===== config.mk =====
export PLATFORM = sky130hd
export DESIGN_NAME = dram_port_arbiter_flat
export DESIGN_NICKNAME = d
export VERILOG_FILES = /design/src/rtl/dram_port_arbiter_pkg.sv /design/src/rtl/dram_port_arbiter_if.sv /design/src/rtl/dpa_starve_cnt.sv /design/src/rtl/dram_port_arbiter.sv /design/src/flat_wrapper.sv
export SDC_FILE = /design/constraint.sdc
export NUM_CORES = 1
export LEC_CHECK = 0
export CAP_MARGIN = 20
export CORE_ASPECT_RATIO = 1.5
export CORE_MARGIN = 4
export CORE_UTILIZATION = 37
export CTS_BUF_LIST = sky130_fd_sc_hd__clkbuf_16
export DETAILED_ROUTE_END_ITERATION = 10
export GPL_TIMING_DRIVEN = 0
export PLACE_DENSITY_LB_ADDON = 0.05
export SYNTH_ARGS = -nofsm -noshare
export SYNTH_HDL_FRONTEND = slang
export SYNTH_SLANG_ARGS = --single-unit

===== constraint.sdc =====
create_clock -name clk1 -period 1.7 [get_ports clk1]
set_clock_uncertainty 0.1 [all_clocks]
set_input_delay 0.34 -clock clk1 [delete_from_list [all_inputs] [get_ports clk1]]
set_output_delay 0.34 -clock clk1 [all_outputs]
set_load 0.05 [all_outputs]

===== src/rtl/dram_port_arbiter_pkg.sv =====
// Shared types for the data-RAM port arbiter: FSM state encoding, requester IDs
// and the priority pick used at arbitration time.
package dram_port_arbiter_pkg;

  typedef enum logic [1:0] {
    IDLE  = 2'd0,
    ISSUE = 2'd1,
    WAIT  = 2'd2,
    RESP  = 2'd3
  } arb_state_t;

  typedef enum logic {
    REQ_CPU  = 1'b0,
    REQ_HOST = 1'b1
  } req_id_t;

  // Host wins only when it is alone or when it has been given priority for this round.
  function automatic req_id_t arb_pick(input logic cpu_req, input logic host_req,
                                       input logic host_pri);
    req_id_t w_id;
    if (host_req && (!cpu_req || host_pri)) begin
      w_id = REQ_HOST;
    end else begin
      w_id = REQ_CPU;
    end
    return w_id;
  endfunction

endpackage


===== src/rtl/dram_port_arbiter_if.sv =====
// Requester and RAM-side signal bundle of dram_port_arbiter; the arbiter uses the
// slave modport, the requesters and RAM use the master modport.
interface dram_port_arbiter_if #(
  parameter int ADDR_W = 8,
  parameter int DATA_W = 32
);
  logic              cpu_req;
  logic              cpu_we;
  logic [ADDR_W-1:0] cpu_addr;
  logic [DATA_W-1:0] cpu_wdata;
  logic              cpu_gnt;
  logic              cpu_rvalid;
  logic [DATA_W-1:0] cpu_rdata;

  logic              host_req;
  logic              host_we;
  logic [ADDR_W-1:0] host_addr;
  logic [DATA_W-1:0] host_wdata;
  logic              host_gnt;
  logic              host_rvalid;
  logic [DATA_W-1:0] host_rdata;

  logic              ram_en;
  logic              ram_we;
  logic [ADDR_W-1:0] ram_addr;
  logic [DATA_W-1:0] ram_wdata;
  logic [DATA_W-1:0] ram_rdata;
  logic              busy;

  modport slave (
    input  cpu_req, cpu_we, cpu_addr, cpu_wdata,
    output cpu_gnt, cpu_rvalid, cpu_rdata,
    input  host_req, host_we, host_addr, host_wdata,
    output host_gnt, host_rvalid, host_rdata,
    output ram_en, ram_we, ram_addr, ram_wdata,
    input  ram_rdata,
    output busy
  );

  modport master (
    output cpu_req, cpu_we, cpu_addr, cpu_wdata,
    input  cpu_gnt, cpu_rvalid, cpu_rdata,
    output host_req, host_we, host_addr, host_wdata,
    input  host_gnt, host_rvalid, host_rdata,
    input  ram_en, ram_we, ram_addr, ram_wdata,
    output ram_rdata,
    input  busy
  );

endinterface


===== src/rtl/dpa_starve_cnt.sv =====
// Saturating count of arbitrations the host has lost in a row; o_hit tells the
// arbiter the host must win the next contested round.
module dpa_starve_cnt #(
  parameter int MAX = 4
) (
  input  logic clk1,
  input  logic rst_n,
  input  logic i_inc,
  input  logic i_clr,
  output logic o_hit
);
  localparam int CW = $clog2(MAX + 1);
  localparam logic [CW-1:0] MAX_V = CW'(MAX);

  logic [CW-1:0] r_cnt;

  always_ff @(posedge clk1 or negedge rst_n) begin
    if (!rst_n) begin
      r_cnt <= CW'(0);
    end else if (i_clr) begin
      r_cnt <= CW'(0);
    end else if (i_inc && (r_cnt != MAX_V)) begin
      r_cnt <= r_cnt + CW'(1);
    end else begin
      r_cnt <= r_cnt;
    end
  end

  assign o_hit = (r_cnt == MAX_V);

endmodule


===== src/rtl/dram_port_arbiter.sv =====
// Arbitrates the single-ported data RAM between the CPU load/store path and the host
// loader port. Define DPA_ROUND_ROBIN_EN for alternating tie-break instead of CPU priority.
module dram_port_arbiter
  import dram_port_arbiter_pkg::*;
#(
  parameter int ADDR_W     = 8,
  parameter int DATA_W     = 32,
  parameter int RAM_LAT    = 1,
  parameter int STARVE_MAX = 4
) (
  input  logic                clk1,
  input  logic                rst_n,
  dram_port_arbiter_if.slave  bus
);
  localparam logic [1:0] LAT_M1 = 2'(RAM_LAT - 1);

  arb_state_t        r_state, w_nxt_state;
  req_id_t           r_owner, w_win;
  logic              r_we;
  logic [1:0]        r_wait_cnt;
  logic              w_arb, w_host_pri, w_last_wait;

  logic              r_cpu_gnt, r_cpu_rvalid, r_host_gnt, r_host_rvalid;
  logic              r_ram_en, r_ram_we, r_busy;
  logic [ADDR_W-1:0] r_ram_addr;
  logic [DATA_W-1:0] r_ram_wdata, r_cpu_rdata, r_host_rdata;

  logic              w_nxt_cpu_gnt, w_nxt_cpu_rvalid, w_nxt_host_gnt, w_nxt_host_rvalid;
  logic              w_nxt_ram_en, w_nxt_ram_we, w_nxt_busy;
  logic [ADDR_W-1:0] w_nxt_ram_addr;
  logic [DATA_W-1:0] w_nxt_ram_wdata, w_nxt_cpu_rdata, w_nxt_host_rdata;

  assign w_arb       = (r_state == IDLE) && (bus.cpu_req || bus.host_req);
  assign w_last_wait = (r_state == WAIT) && (r_wait_cnt == 2'd0);
  assign w_win       = arb_pick(bus.cpu_req, bus.host_req, w_host_pri);

`ifdef DPA_ROUND_ROBIN_EN
  logic r_cpu_last;

  assign w_host_pri = r_cpu_last;

  always_ff @(posedge clk1 or negedge rst_n) begin
    if (!rst_n) begin
      r_cpu_last <= 1'b0;
    end else if (w_arb) begin
      r_cpu_last <= (w_win == REQ_CPU);
    end else begin
      r_cpu_last <= r_cpu_last;
    end
  end
`else
  logic w_starve_inc, w_starve_clr;

  assign w_starve_inc = w_arb && bus.host_req && (w_win == REQ_CPU);
  assign w_starve_clr = (r_state == IDLE) && (!bus.host_req || (w_win == REQ_HOST));

  dpa_starve_cnt #(.MAX(STARVE_MAX)) u_starve_cnt (
    .clk1  (clk1),
    .rst_n (rst_n),
    .i_inc (w_starve_inc),
    .i_clr (w_starve_clr),
    .o_hit (w_host_pri)
  );
`endif

  // State register plus the access context latched at arbitration.
  always_ff @(posedge clk1 or negedge rst_n) begin
    if (!rst_n) begin
      r_state    <= IDLE;
      r_owner    <= REQ_CPU;
      r_we       <= 1'b0;
      r_wait_cnt <= 2'd0;
    end else begin
      r_state <= w_nxt_state;
      if (w_arb) begin
        r_owner <= w_win;
        r_we    <= (w_win == REQ_HOST) ? bus.host_we : bus.cpu_we;
      end
      if (r_state == ISSUE) begin
        r_wait_cnt <= LAT_M1;
      end else if ((r_state == WAIT) && (r_wait_cnt != 2'd0)) begin
        r_wait_cnt <= r_wait_cnt - 2'd1;
      end
    end
  end

  always_comb begin
    w_nxt_state = IDLE;
    case (r_state)
      IDLE:    w_nxt_state = w_arb ? ISSUE : IDLE;
      ISSUE:   w_nxt_state = r_we ? IDLE : WAIT;
      WAIT:    w_nxt_state = (r_wait_cnt == 2'd0) ? RESP : WAIT;
      RESP:    w_nxt_state = IDLE;
      default: w_nxt_state = IDLE;
    endcase
  end

  // Next values of the registered outputs; only the owner's gnt/rvalid/rdata ever move.
  always_comb begin
    w_nxt_cpu_gnt     = 1'b0;
    w_nxt_host_gnt    = 1'b0;
    w_nxt_cpu_rvalid  = 1'b0;
    w_nxt_host_rvalid = 1'b0;
    w_nxt_ram_en      = 1'b0;
    w_nxt_ram_we      = 1'b0;
    w_nxt_ram_addr    = r_ram_addr;
    w_nxt_ram_wdata   = r_ram_wdata;
    w_nxt_cpu_rdata   = r_cpu_rdata;
    w_nxt_host_rdata  = r_host_rdata;
    w_nxt_busy        = (w_nxt_state != IDLE);
    if (w_arb) begin
      w_nxt_ram_en = 1'b1;
      if (w_win == REQ_HOST) begin
        w_nxt_host_gnt  = 1'b1;
        w_nxt_ram_we    = bus.host_we;
        w_nxt_ram_addr  = bus.host_addr;
        w_nxt_ram_wdata = bus.host_wdata;
      end else begin
        w_nxt_cpu_gnt   = 1'b1;
        w_nxt_ram_we    = bus.cpu_we;
        w_nxt_ram_addr  = bus.cpu_addr;
        w_nxt_ram_wdata = bus.cpu_wdata;
      end
    end else begin
      w_nxt_ram_en = 1'b0;
    end
    if (w_last_wait) begin
      if (r_owner == REQ_HOST) begin
        w_nxt_host_rvalid = 1'b1;
        w_nxt_host_rdata  = bus.ram_rdata;
      end else begin
        w_nxt_cpu_rvalid = 1'b1;
        w_nxt_cpu_rdata  = bus.ram_rdata;
      end
    end else begin
      w_nxt_cpu_rvalid = 1'b0;
    end
  end

  always_ff @(posedge clk1 or negedge rst_n) begin
    if (!rst_n) begin
      r_cpu_gnt     <= 1'b0;
      r_host_gnt    <= 1'b0;
      r_cpu_rvalid  <= 1'b0;
      r_host_rvalid <= 1'b0;
      r_ram_en      <= 1'b0;
      r_ram_we      <= 1'b0;
      r_busy        <= 1'b0;
      r_ram_addr    <= {ADDR_W{1'b0}};
      r_ram_wdata   <= {DATA_W{1'b0}};
      r_cpu_rdata   <= {DATA_W{1'b0}};
      r_host_rdata  <= {DATA_W{1'b0}};
    end else begin
      r_cpu_gnt     <= w_nxt_cpu_gnt;
      r_host_gnt    <= w_nxt_host_gnt;
      r_cpu_rvalid  <= w_nxt_cpu_rvalid;
      r_host_rvalid <= w_nxt_host_rvalid;
      r_ram_en      <= w_nxt_ram_en;
      r_ram_we      <= w_nxt_ram_we;
      r_busy        <= w_nxt_busy;
      r_ram_addr    <= w_nxt_ram_addr;
      r_ram_wdata   <= w_nxt_ram_wdata;
      r_cpu_rdata   <= w_nxt_cpu_rdata;
      r_host_rdata  <= w_nxt_host_rdata;
    end
  end

  assign bus.cpu_gnt     = r_cpu_gnt;
  assign bus.cpu_rvalid  = r_cpu_rvalid;
  assign bus.cpu_rdata   = r_cpu_rdata;
  assign bus.host_gnt    = r_host_gnt;
  assign bus.host_rvalid = r_host_rvalid;
  assign bus.host_rdata  = r_host_rdata;
  assign bus.ram_en      = r_ram_en;
  assign bus.ram_we      = r_ram_we;
  assign bus.ram_addr    = r_ram_addr;
  assign bus.ram_wdata   = r_ram_wdata;
  assign bus.busy        = r_busy;

endmodule

===== src/flat_wrapper.sv =====
// flat-port wrapper written by rule: the top's interface ports become plain ports
module dram_port_arbiter_flat import dram_port_arbiter_pkg::*;
#(
  parameter int ADDR_W     = 8,
  parameter int DATA_W     = 32,
  parameter int RAM_LAT    = 1,
  parameter int STARVE_MAX = 4
)
  (clk1, rst_n, bus_cpu_req, bus_cpu_we, bus_cpu_addr, bus_cpu_wdata, bus_cpu_gnt, bus_cpu_rvalid, bus_cpu_rdata, bus_host_req, bus_host_we, bus_host_addr, bus_host_wdata, bus_host_gnt, bus_host_rvalid, bus_host_rdata, bus_ram_en, bus_ram_we, bus_ram_addr, bus_ram_wdata, bus_ram_rdata, bus_busy);
  dram_port_arbiter_if #(.ADDR_W(ADDR_W), .DATA_W(DATA_W)) bus_i ();
  input  logic clk1;
  input  logic rst_n;
  input wire logic [$bits(bus_i.cpu_req)-1:0] bus_cpu_req;
  input wire logic [$bits(bus_i.cpu_we)-1:0] bus_cpu_we;
  input wire logic [$bits(bus_i.cpu_addr)-1:0] bus_cpu_addr;
  input wire logic [$bits(bus_i.cpu_wdata)-1:0] bus_cpu_wdata;
  output wire logic [$bits(bus_i.cpu_gnt)-1:0] bus_cpu_gnt;
  output wire logic [$bits(bus_i.cpu_rvalid)-1:0] bus_cpu_rvalid;
  output wire logic [$bits(bus_i.cpu_rdata)-1:0] bus_cpu_rdata;
  input wire logic [$bits(bus_i.host_req)-1:0] bus_host_req;
  input wire logic [$bits(bus_i.host_we)-1:0] bus_host_we;
  input wire logic [$bits(bus_i.host_addr)-1:0] bus_host_addr;
  input wire logic [$bits(bus_i.host_wdata)-1:0] bus_host_wdata;
  output wire logic [$bits(bus_i.host_gnt)-1:0] bus_host_gnt;
  output wire logic [$bits(bus_i.host_rvalid)-1:0] bus_host_rvalid;
  output wire logic [$bits(bus_i.host_rdata)-1:0] bus_host_rdata;
  output wire logic [$bits(bus_i.ram_en)-1:0] bus_ram_en;
  output wire logic [$bits(bus_i.ram_we)-1:0] bus_ram_we;
  output wire logic [$bits(bus_i.ram_addr)-1:0] bus_ram_addr;
  output wire logic [$bits(bus_i.ram_wdata)-1:0] bus_ram_wdata;
  input wire logic [$bits(bus_i.ram_rdata)-1:0] bus_ram_rdata;
  output wire logic [$bits(bus_i.busy)-1:0] bus_busy;
  assign bus_i.cpu_req = bus_cpu_req;
  assign bus_i.cpu_we = bus_cpu_we;
  assign bus_i.cpu_addr = bus_cpu_addr;
  assign bus_i.cpu_wdata = bus_cpu_wdata;
  assign bus_cpu_gnt = bus_i.cpu_gnt;
  assign bus_cpu_rvalid = bus_i.cpu_rvalid;
  assign bus_cpu_rdata = bus_i.cpu_rdata;
  assign bus_i.host_req = bus_host_req;
  assign bus_i.host_we = bus_host_we;
  assign bus_i.host_addr = bus_host_addr;
  assign bus_i.host_wdata = bus_host_wdata;
  assign bus_host_gnt = bus_i.host_gnt;
  assign bus_host_rvalid = bus_i.host_rvalid;
  assign bus_host_rdata = bus_i.host_rdata;
  assign bus_ram_en = bus_i.ram_en;
  assign bus_ram_we = bus_i.ram_we;
  assign bus_ram_addr = bus_i.ram_addr;
  assign bus_ram_wdata = bus_i.ram_wdata;
  assign bus_i.ram_rdata = bus_ram_rdata;
  assign bus_busy = bus_i.busy;
  dram_port_arbiter #(.ADDR_W(ADDR_W), .DATA_W(DATA_W), .RAM_LAT(RAM_LAT), .STARVE_MAX(STARVE_MAX)) u_core (.clk1(clk1), .rst_n(rst_n), .bus(bus_i));
endmodule

# Word-level counts from Yosys, hierarchy flattened
# Index checks and enable logic that the tools add are counted.
# W data, S select, Z words.
# word_totals
ff_bits	120
out_inout_bits	111
word_cells	68
input_bits	118
# op_classes
mux	22
eq_ne	5
n_reduce_logical	21
bitwise_logic	2
addsub	2
# op_table
operator	n
$mux W32	1
$mux W1	14
$logic_and A1 B1 Y1	8
$mux W8	1
$pmux W2 S4	1
$reduce_bool A2 Y1	4
$mux W2	3
$mux W3	2
$eq A2 B2 Y1 const B	2
$logic_not A2 Y1	2
$reduce_and A2 Y1	2
$add A3 B1 Y3 const B	1
$eq A3 B3 Y1 const B	1
$logic_or A1 B1 Y1	3
$ne A3 B3 Y1 const B	1
$eq A2 B1 Y1 const B	1
$logic_not A1 Y1	2
$not A1 Y1	2
$sub A2 B1 Y2 const B	1

# Depth between registers and ports, before layout
# logic_depth
word_depth	9
depth_mapped	6
depth_no_buf	5

# Hierarchy
# From an unflattened synthesis, not the netlist that was laid out.
# unflattened
cells_unflattened	336
area_unflattened_um2	4878.4
# by_module_without_submodules
mod	instances	seq_area_each_um2	cells_each	area_each_um2
dram_port_arbiter	1	2927.8	318	4680.7
dpa_starve_cnt	1	75.1	18	197.7

# Worst setup path before layout
# Ideal clock, no wire load.
# synth_timing
path_type	reg2reg
from	register u_core.r_wait_cnt[0]
to	register u_core.r_cpu_rdata[0] (netlist: u_core.bus.cpu_rdata[0])
path_stages_with_launch	7
setup_slack_ns	-0.009
setup_ns	0.125
arrival_time_ns	1.485
period_less_slack_ns	1.709
required_ns	1.475
path_buffers	1
path_cell_list	dfrtp_1 > inv_1 > ha_1 > nand3b_1 > nor2_2 > buf_4 > mux2_2
# synth_via
elab_chain_len	3
# synth_rtl
element	line	source
start, declared	dram_port_arbiter.sv:20	logic [1:0] r_wait_cnt;
start signal, assigned	dram_port_arbiter.sv:82	r_wait_cnt <= r_wait_cnt - 2'd1;
$logic_not A2 Y1	dram_port_arbiter.sv:34	assign w_last_wait = (r_state == WAIT) && (r_wait_cnt == 2'd0);
$logic_and A1 B1 Y1	dram_port_arbiter.sv:34	
$reduce_and A2 Y1 (no line)	--	
end signal, assigned	dram_port_arbiter.sv:151	r_cpu_rdata <= {DATA_W{1'b0}};
end signal, assigned	dram_port_arbiter.sv:163	r_cpu_rdata <= w_nxt_cpu_rdata;
end, declared	dram_port_arbiter.sv:26	logic [DATA_W-1:0] r_ram_wdata, r_cpu_rdata, r_host_rdata;
# No other way between the ends.
# A chain may end at the register's enable or synchronous reset.

# Worst setup path after layout
# layout_timing
from	register u_core.r_state[0]
to	register u_core.r_cpu_rdata[4] (netlist: u_core.bus.cpu_rdata[4])
# layout_via
elab_chain_len	3
# layout_rtl
element	line	source
start, declared	dram_port_arbiter.sv:17	arb_state_t r_state, w_nxt_state;
start signal, assigned	dram_port_arbiter.sv:74	r_state <= w_nxt_state;
$eq A2 B2 Y1	dram_port_arbiter.sv:34	
$logic_and A1 B1 Y1	dram_port_arbiter.sv:34	
$reduce_and A2 Y1 (no line)	--	
# No other way between the ends.

==> results.py <==
metrics = {
    "floorplanning": {
        "initial_utilization_pct": 38.3,
        "rows": 50,
        "die_h_um": 148,
        "die_width_um": 101,
        "pin_count": 229,
        "fp.coreArea_mm2": 0.0126,
        "dieArea_mm2": 0.0150,
    },
    "synthesis": {
        "synth_area_per_cell_um2": 14.5,
        "yosysWarnings": 0,
        "synthDominantAreaCellType": "dfrtp_1",
        "netlist_instances": 334,
        "yosys-top-cells-area": "dfrtp_1 62%, mux2_2 15%, a221o_1 8.5%",
        "synth-async-reset-ratio_pct": 100,
        "syn_area_mm2": 0.00484,
        "yosys-top-cells-count": "120 x dfrtp_1, 65 x mux2_2, 41 x a221o_1, 41 x and3_1, 9 x inv_1",
        "synth_top_area_share_pct": 62.1,
        "synth.distinct_cells": 32,
        "synth-edff-count": 0,
        "synth_ff_type": "dfrtp_1",
        "syn-num-nets": 455,
        "ys_ff_latch": 120,
        "ys_seq_area_share_pct": 62.1,
        "yosys.cell_count.top_type": "dfrtp_1",
    },
    "placement": {
        "place_congestion": 0.775,
        "post-dp-hpwl_um": 9990,
        "port_buffers": 228,
        "postPlaceCellArea_mm2": 0.00735,
    },
    "timing": {
        "hold_viol_final": 0,
        "fin_setup_tns_ns": 0,
        "fin_crit_ns": 1.70,
        "fmax_ghz": 0.589,
        "max-slew-margin-rel_pct": 64.4,
        "rsz0062_at_grt": "true",
        "setup_viol": 0,
        "hold_slack_ns": 0.255,
        "drv_slew": 0,
        "period_share_pct": 99.8,
        "worst_pin_slew_ns": 0.534,
    },
    "critical_path": {
        "critPathTopFamily": "buffers and inverters",
        "worstPathMaxFanout": 7,
        "path_buf_inv": 3,
        "cp.arrival_ns": 1.88,
        "startpoint_type": "flop",
        "path_cells": "buf_6, nand3b_1, nor2_4, buf_12, buf_6, mux2_2",
        "crit_top_cell": "buf_6",
        "cpMaxStageDelayCell": "dfrtp_1",
        "critPathMaxStageDelay_ns": 0.39,
        "required_ns": 1.88,
        "crit_path_end_kind": "flop",
        "path_class": "flop to flop",
    },
    "clock_network": {
        "cts_tree": "yes",
        "clockBufferDepth": 2,
        "cts.sinks": 120,
        "htree_levels": 4,
        "cts-buffers-inserted": 17,
        "clkSlewWorstSetupHoldPaths_ns": 0.05,
        "insertion_delay_ns": 0.40,
        "root_buffer": "clkbuf_16",
    },
    "route": {
        "postRouteAntennaNets": 0,
        "dr.pass1.iters": 5,
        "drt-initial-drc-count": 109,
        "drc": 0,
        "post_drt_wl_per_cell_um": 17.9,
        "viasPerCell": 4.99,
        "wl_um": 13900,
        "vias": 3875,
    },
    "final_layout": {
        "final_nets": 729,
        "fillCellCount": 973,
        "final_layout_size_suffix_gt1_share_pct": 41.9,
        "area_growth_pct": 74.3,
        "diodes": 0,
        "fin_area_mm2": 0.00843,
        "fin_util_pct": 66.7,
    },
    "power_and_ir_drop": {
        "p_per_area_mw_per_mm2": 2280,
        "p_leak_uw": 0.00385,
        "ir_drop_v": 0.000975,
    },
    "global_routing": {
        "grt_util_all_layers_pct": 18.8,
        "grt_pass1_wl_um": 21800,
        "grt_overflow": 0,
        "antenna_found_initial": 0,
        "grt_start_max_net_pins": 102,
        "grt_pass1_vias": 4310,
    },
    "flow_run": {
        "cap_violations": 0,
    },
    "status": {
        "status": "finished, final reports clean",
    },
    "worst_hold_path": {
        "hold_class": "input pin to asynchronous set/reset pin",
    },
}
==> worst paths after layout <==
check	endpoint	slack, ns	depth (start not counted)	startpoint
min in group clk1	u_core.bus.host_rdata[25]	0.40	1	u_core.bus.host_rdata[25]
hold reg to reg	u_core.bus.host_rdata[25]	0.40	1	u_core.bus.host_rdata[25]
setup / recovery	u_core.bus.cpu_rdata[4]	0.003	6	u_core.r_state[0]
hold / removal	u_core.bus.cpu_rdata[18]	0.26	2	rst_n
setup reg to reg	u_core.bus.cpu_rdata[4]	0.003	6	u_core.r_state[0]
max in group asynchronous	u_core.bus.cpu_rdata[19]	0.47	3	rst_n
==> worst register-to-register path: cells and delay by family (launching register included) <==
family | cells | cell delay (ns)
and+or+nand+nor | 2 | 0.36
DFF | 1 | 0.39
muxes | 1 | 0.32
buffers and inverters | 3 | 0.41
==> what timing repair did <==
action	in CTS	in global routing
hold buffers	1	0
buffers inserted	17	7
endpoints found under the setup margin	210	118
pin swaps	6	2
cloned	3	1
hold endpoints to repair	19	0
gates resized for setup	369	41
==> area by class of cell <==
type / count / area (um2) / area share, %
plain buffers: 23 / 216 / 2.57
repair buffers: 256 / 2620 / 31.0
well taps: 156 / 195 / 2.31
flip-flops and latches: 120 / 3000 / 35.6
clock buffers: 17 / 425 / 5.04
clock inverters: 14 / 141 / 1.68
inverters: 9 / 33.8 / 0.401
multi-input cells: 181 / 1800 / 21.4
==> metrics by stage <==
stage / cells / worst slack (ns) / total power, uW
6_report: 776 / 0.00297 / 19300
5_1_grt: 776 / -0.0567 / 20200
4_1_cts: 771 / -0.0480 / 19600
3_5_place_dp: 719 / -0.522 / 15600
3_3_place_gp: 718 / -4.42 / 15500
2_1_floorplan: 334 / 0.0223 / 11900
==> sequential cells by signal (all words and copies together), names as in the netlist, 2 cells and up <==
register / count
u_core.u_starve_cnt.r_cnt: 3
u_core.r_wait_cnt: 2
u_core.bus.ram_addr: 8
u_core.bus.cpu_rdata: 32
u_core.r_state: 2
u_core.bus.host_rdata: 32
u_core.bus.ram_wdata: 32
==> per-layer routing <==
layer | up-vias | part of all wire [%] | GRT usage [%]
met1 | 1911 | 36 | 19.1
met2 | 143 | 56 | 35.1
li1 | 1811 | - | -
met3 | 10 | 7.6 | 6.90
met5 | - | 0 | 0
met4 | 0 | 1.2 | 5.39
==> layout by cell type, fill, tap and decap left out, types with 3 or more instances in the layout <==
cell / netlist / final
dfrtp_1: 120 / 120
clkdlybuf4s50_1: 0 / 116
clkdlybuf4s15_2: 0 / 92
mux2_2: 65 / 43
and3_1: 41 / 41
a221o_1: 41 / 41
mux2_4: 0 / 22
clkbuf_2: 0 / 19
buf_4: 3 / 18
clkbuf_16: 0 / 18
buf_6: 5 / 11
inv_1: 9 / 8
buf_8: 0 / 8
buf_2: 8 / 6
clkinv_1: 0 / 5
nand2_1: 4 / 4
inv_2: 0 / 3
a21o_1: 3 / 3
bufinv_16: 0 / 3
==> power breakdown <==
group	internal, uW	switching (uW)
Combinational	4130	6730
Clock	2250	1190
Sequential	4250	727
==> cells by family after synthesis <==
logic type      Yosys count  synth area share [%]
buf+inv                  33                  3.78
fa+ha+maj                 3                 0.776
mux                      65                  15.1
compound gates           54                  10.4
simple gates             59                  7.81
flops                   120                  62.1
No activity file was read; power rests on OpenSTA's default activity.
